### src/rtl/mux_rr_sel.sv
// Round-robin select sequencer driving se/en of a 4:1 enable mux.
// Grants one requesting channel at a time for DWELL cycles. A
// one-cycle gap with en low separates grants, so no two channels
// ever drive the shared bus together.
//
// Ports:
//   clk         rising-edge clock
//   rst         synchronous, active-high reset
//   req[3:0]    per-channel request lines
//   hold        freezes the dwell counter and extends the grant
//   se[1:0]     registered channel select
//   en          registered mux enable, high only while granting
//   grant_start one-cycle pulse in the first cycle of each grant
//   busy        high while granting or in the gap
module mux_rr_sel #(
    parameter int DWELL = 4,
    parameter int CW    = 8
) (
    input  logic       clk,
    input  logic       rst,
    input  logic [3:0] req,
    input  logic       hold,
    output logic [1:0] se,
    output logic       en,
    output logic       grant_start,
    output logic       busy
);

    typedef enum logic [1:0] {
        IDLE  = 2'd0,
        GRANT = 2'd1,
        GAP   = 2'd2
    } state_t;

    state_t        state_q, state_d;
    logic [1:0]    se_q, se_d;
    logic [1:0]    ptr_q, ptr_d;
    logic [CW-1:0] cnt_q, cnt_d;
    logic          en_q, en_d;
    logic          gs_q, gs_d;
    logic          busy_q, busy_d;

    logic          found;
    logic [1:0]    win;

    // Search starts one past the last-served channel and wraps.
    always_comb begin
        found = 1'b0;
        win   = 2'b00;
        for (int k = 1; k <= 4; k++) begin
            if (!found && req[ptr_q + 2'(k)]) begin
                found = 1'b1;
                win   = ptr_q + 2'(k);
            end
        end
    end

    // State register
    always_ff @(posedge clk) begin
        if (rst) begin
            state_q <= IDLE;
            se_q    <= 2'b00;
            ptr_q   <= 2'b11;
            cnt_q   <= '0;
            en_q    <= 1'b0;
            gs_q    <= 1'b0;
            busy_q  <= 1'b0;
        end else begin
            state_q <= state_d;
            se_q    <= se_d;
            ptr_q   <= ptr_d;
            cnt_q   <= cnt_d;
            en_q    <= en_d;
            gs_q    <= gs_d;
            busy_q  <= busy_d;
        end
    end

    // Next-state logic
    always_comb begin
        state_d = state_q;
        se_d    = se_q;
        ptr_d   = ptr_q;
        cnt_d   = cnt_q;
        unique case (state_q)
            IDLE, GAP: begin
                if (found) begin
                    state_d = GRANT;
                    se_d    = win;
                    cnt_d   = CW'(DWELL - 1);
                end else begin
                    state_d = IDLE;
                end
            end
            GRANT: begin
                // Dropped request releases the bus even under hold.
                if (!req[se_q]) begin
                    state_d = GAP;
                    ptr_d   = se_q;
                end else if (hold) begin
                    cnt_d = cnt_q;
                end else if (cnt_q == '0) begin
                    state_d = GAP;
                    ptr_d   = se_q;
                end else begin
                    cnt_d = cnt_q - CW'(1);
                end
            end
            default: begin
                state_d = IDLE;
            end
        endcase
    end

    // Outputs are computed from the next state and registered, so
    // nothing from req/hold reaches a port combinationally.
    always_comb begin
        en_d   = (state_d == GRANT);
        gs_d   = (state_d == GRANT) && (state_q != GRANT);
        busy_d = (state_d != IDLE);
    end

    assign se          = se_q;
    assign en          = en_q;
    assign grant_start = gs_q;
    assign busy        = busy_q;

endmodule

### config.mk
export PLATFORM = sky130hd
export DESIGN_NAME = mux_rr_sel
export DESIGN_NICKNAME = d
export VERILOG_FILES = /design/src/rtl/mux_rr_sel.sv
export SDC_FILE = /design/constraint.sdc
export NUM_CORES = 1
export LEC_CHECK = 0
export CAP_MARGIN = 10
export CORE_AREA = 2 2 43 61
export DETAILED_ROUTE_END_ITERATION = 16
export DIE_AREA = 0 0 45 63
export PLACE_DENSITY = 0.69
export SLEW_MARGIN = 20
export SYNTH_ARGS = -nofsm -noshare
export SYNTH_HDL_FRONTEND = slang
export SYNTH_SLANG_ARGS = --single-unit
### constraint.sdc
create_clock -name clk -period 4.1 [get_ports clk]
set_input_delay 0.615 -clock clk [delete_from_list [all_inputs] [get_ports clk]]
set_output_delay 0.615 -clock clk [all_outputs]
set_load 0.02 [all_outputs]
==> qor.yml <==
run_status:
  outcome: "completed"
detailed_routing:
  vias: 972
  totalWireLength_mm: 2.37
  drt_iter0_markers: 28
  detail_route.drc_violations: 0
  drtPass1Iterations: 4
  detail-route-antenna-nets: 0
  wl_per_cell_microns: 15.5
  route.detailed.vias_per_inst: 6.35
critical_path:
  critical_path.max_stage_delay_ns: 0.56
  worst-setup-path-type: "in -> reg"
  crit_path_end_kind: "flop"
  worst_setup_path_startpoint: "req[3]"
  worst_r2r_startpoint: "se[0]$_SDFFE_PP0N_"
  slowest_stage: "sky130_fd_sc_hd__or4_4"
  required_ns: 4.30
  cp_data_arrival_time_ns: 2.60
  timing.critical_path.cells: "clkdlybuf4s50_1 -> or4_4 -> a222oi_1 -> nor3_1 -> a31o_2"
  reg2reg_setup_slack_ns: 2.13
  path_max_fanout: 6
  critPathLaunchType: "primary input"
  path_delay_family: "compound AO/OA/AOI/OAI gates"
  timing.critical_path.buf_inv: 1
logic_synthesis:
  synth_seq_cells: 17
  main_combinational_cell_family_by_area_after_synthesis: "compound AO/OA/AOI/OAI gates"
  synthesis.area_sq_um: 982
  synth.top_cells.by_area: "sky130_fd_sc_hd__dfxtp_1, sky130_fd_sc_hd__nor2_1, sky130_fd_sc_hd__a21oi_1"
  synthesis.nets: 127
  synthDominantCellAreaShare: 0.346
  synth.distinct_cells: 45
  synth_compound_gate_area_share: 0.273
  synth-simple-area-share: 0.262
  synth_area_leader_cell: "sky130_fd_sc_hd__dfxtp_1"
  synthesis.instances: 118
  synth-xor-area-share: 0
  yosys.area_share.adder: 0.0255
  yosys-mux-area-fraction: 0.0433
  ys_dominant_reg_cell: "sky130_fd_sc_hd__dfxtp_1"
  synth-async-reset-ratio: 0
  postSynthAreaPerCell_sq_um: 8.32
  synth.yosys.seq_area_share: 0.346
  post_synth_most_frequent_cells: "sky130_fd_sc_hd__dfxtp_1, sky130_fd_sc_hd__nor2_1, sky130_fd_sc_hd__inv_1, sky130_fd_sc_hd__a21oi_1, sky130_fd_sc_hd__nand2_1"
  synth_warnings: 0
  synth_edf_count: 0
  synth.most_common_cell: "sky130_fd_sc_hd__dfxtp_1"
sta:
  finalWorstPathRequiredPeriod_ns: 2.40
  setup_tns_ns: 0
  max_slew.worst_pin.slew_ns: 0.807
  worst_clock_skew_ns: 0.0155
  maxClockFrequency_ghz: 0.417
  drv_slew: 0
  slew_headroom: 0.460
  report.final.setup_viol: 0
  rsz0062_at_grt: "false"
  final_period_util: 0.585
  finalHoldViolations: 0
placement:
  io_buffers: 11
  postPlaceCellArea_sq_mm: 0.00111
  place_inst: 149
  dp_hpwl_mm: 1.83
  finalWeightedCongestion: 0.815
power_and_ir_drop:
  power_per_cell_area_mw_per_mm2: 396
  power.total_uw: 450
  worst_ir_drop_vdd_v: 0.000188
  power.leakage_nw: 0.446
clock_network:
  cts.hold.buffers_added: 0
  cts-resized-gates: 0
  cts.reportedPaths.clkPinSlew_ns: 0.11
  clock_buffers_created_by_tritoncts: 3
  post_cts.repair.setup_buffers: 0
  clock_network_latency_to_the_later_pin_of_the_worst_skew_pair_ns: 0.30
  cts_tree: "done"
  clk_path_buf_depth: 2
  clock-sinks: 17
  htreeDepth: 1
  clock_root_buffer: "sky130_fd_sc_hd__clkbuf_4"
floorplan:
  dieArea_sq_mm: 0.00284
  io_pins: 12
  core_area_sq_mm: 0.00231
  core.rowCount: 21
  die-height_microns: 63
  floorplan.die.width_microns: 45
  start_util: 0.425
grt:
  grt_util_all_layers: 0.187
  grt_pass1_wl_mm: 4.13
  grt_util_met3: 0.0202
  number_of_global_route_vias_before_repair: 918
  grt_util_met1: 0.212
  grt_max_degree: 23
  globalRouteOverflowTotal: 0
  grt.met2_usage: 0.341
  antenna_found_initial: 0
  busiest_layer: "met2"
worst_hold_path:
  hp-class: "reg -> reg"
  holdCritStartpoint: "cnt_q[7]$_SDFFE_PP0P_"
finish:
  num-fill-cells: 239
  insertedDiodeCount: 0
  finish.instance_area_sq_mm: 0.00114
  post_route_cells_drive_above_1_share: 0.0923
  final_net_count: 140
  flow.area_growth_from_synthesis_pct: 15.8
  finish.cell_count_without_fillers: 153
run:
  max-cap-violations: 0
## worst paths after layout
| check | end | depth (start not counted) |
|---|---|---|
| max | cnt_q[0]$_SDFFE_PP0P_ | 5 |
| min | cnt_q[7]$_SDFFE_PP0P_ | 1 |
| max reg2reg | cnt_q[0]$_SDFFE_PP0P_ | 4 |
| min reg2reg | cnt_q[7]$_SDFFE_PP0P_ | 1 |
## cells in the final DEF, fill, tap and decap left out, drive strengths merged, types with 2 or more instances in the layout
cell type,n
a211oi,3
a21oi,8
a311oi,2
a31oi,2
clkbuf,3
clkdlybuf4s50,11
dfxtp,17
ha,2
inv,10
mux2,2
mux2i,2
nand2,6
nand2b,4
nand3,4
nor2,12
nor3,4
nor4,4
o21a,2
o311ai,2
o31ai,2
or3,3
## layer usage
| metal | part of all wire | vias to the layer above |
|---|---|---|
| met5 | 0 | - |
| met4 | 0.014 | 0 |
| met3 | 0.041 | 4 |
| met2 | 0.55 | 38 |
| met1 | 0.39 | 457 |
| li1 | - | 473 |
## power breakdown
part	total [mW]	internal (mW)	switching [mW]
clock	0.0900	0.0363	0.0537
sequential	0.203	0.184	0.0196
combinational	0.157	0.0639	0.0930
## area by class of cell
class,count,area (sq um),share of cell area
Inverter,10,37.5,0.0330
Multi-Input combinational cell,88,593,0.521
Clock buffer,3,22.5,0.0198
Tap cell,23,28.8,0.0253
Sequential cell,17,340,0.299
Clock inverter,1,5.00,0.00440
Timing Repair Buffer,11,110,0.0968
## state kept, by name (all words and copies together) (netlist names)
name	flops
ptr_q	2
state_q	2
se	2
grant_start	1
en	1
busy	1
cnt_q	8
## kinds of logic (layout without fill, tap and decap cells)
family	Yosys count	after routing
compound gates	35	35
mux	4	4
simple gates	47	47
flops	17	17
buf+inv	13	25
fa+ha+maj	2	2
## metrics by stage
step                 util  hold slack, ns  setup WS, ns
floorplan               -           0.455          2.10
global placement    0.480           0.499          1.47
detailed placement  0.480           0.502          1.40
CTS                 0.492           0.522          1.71
global route        0.492           0.548          1.58
finish              0.492           0.519          1.70
Power figures use the tool's default switching activity.
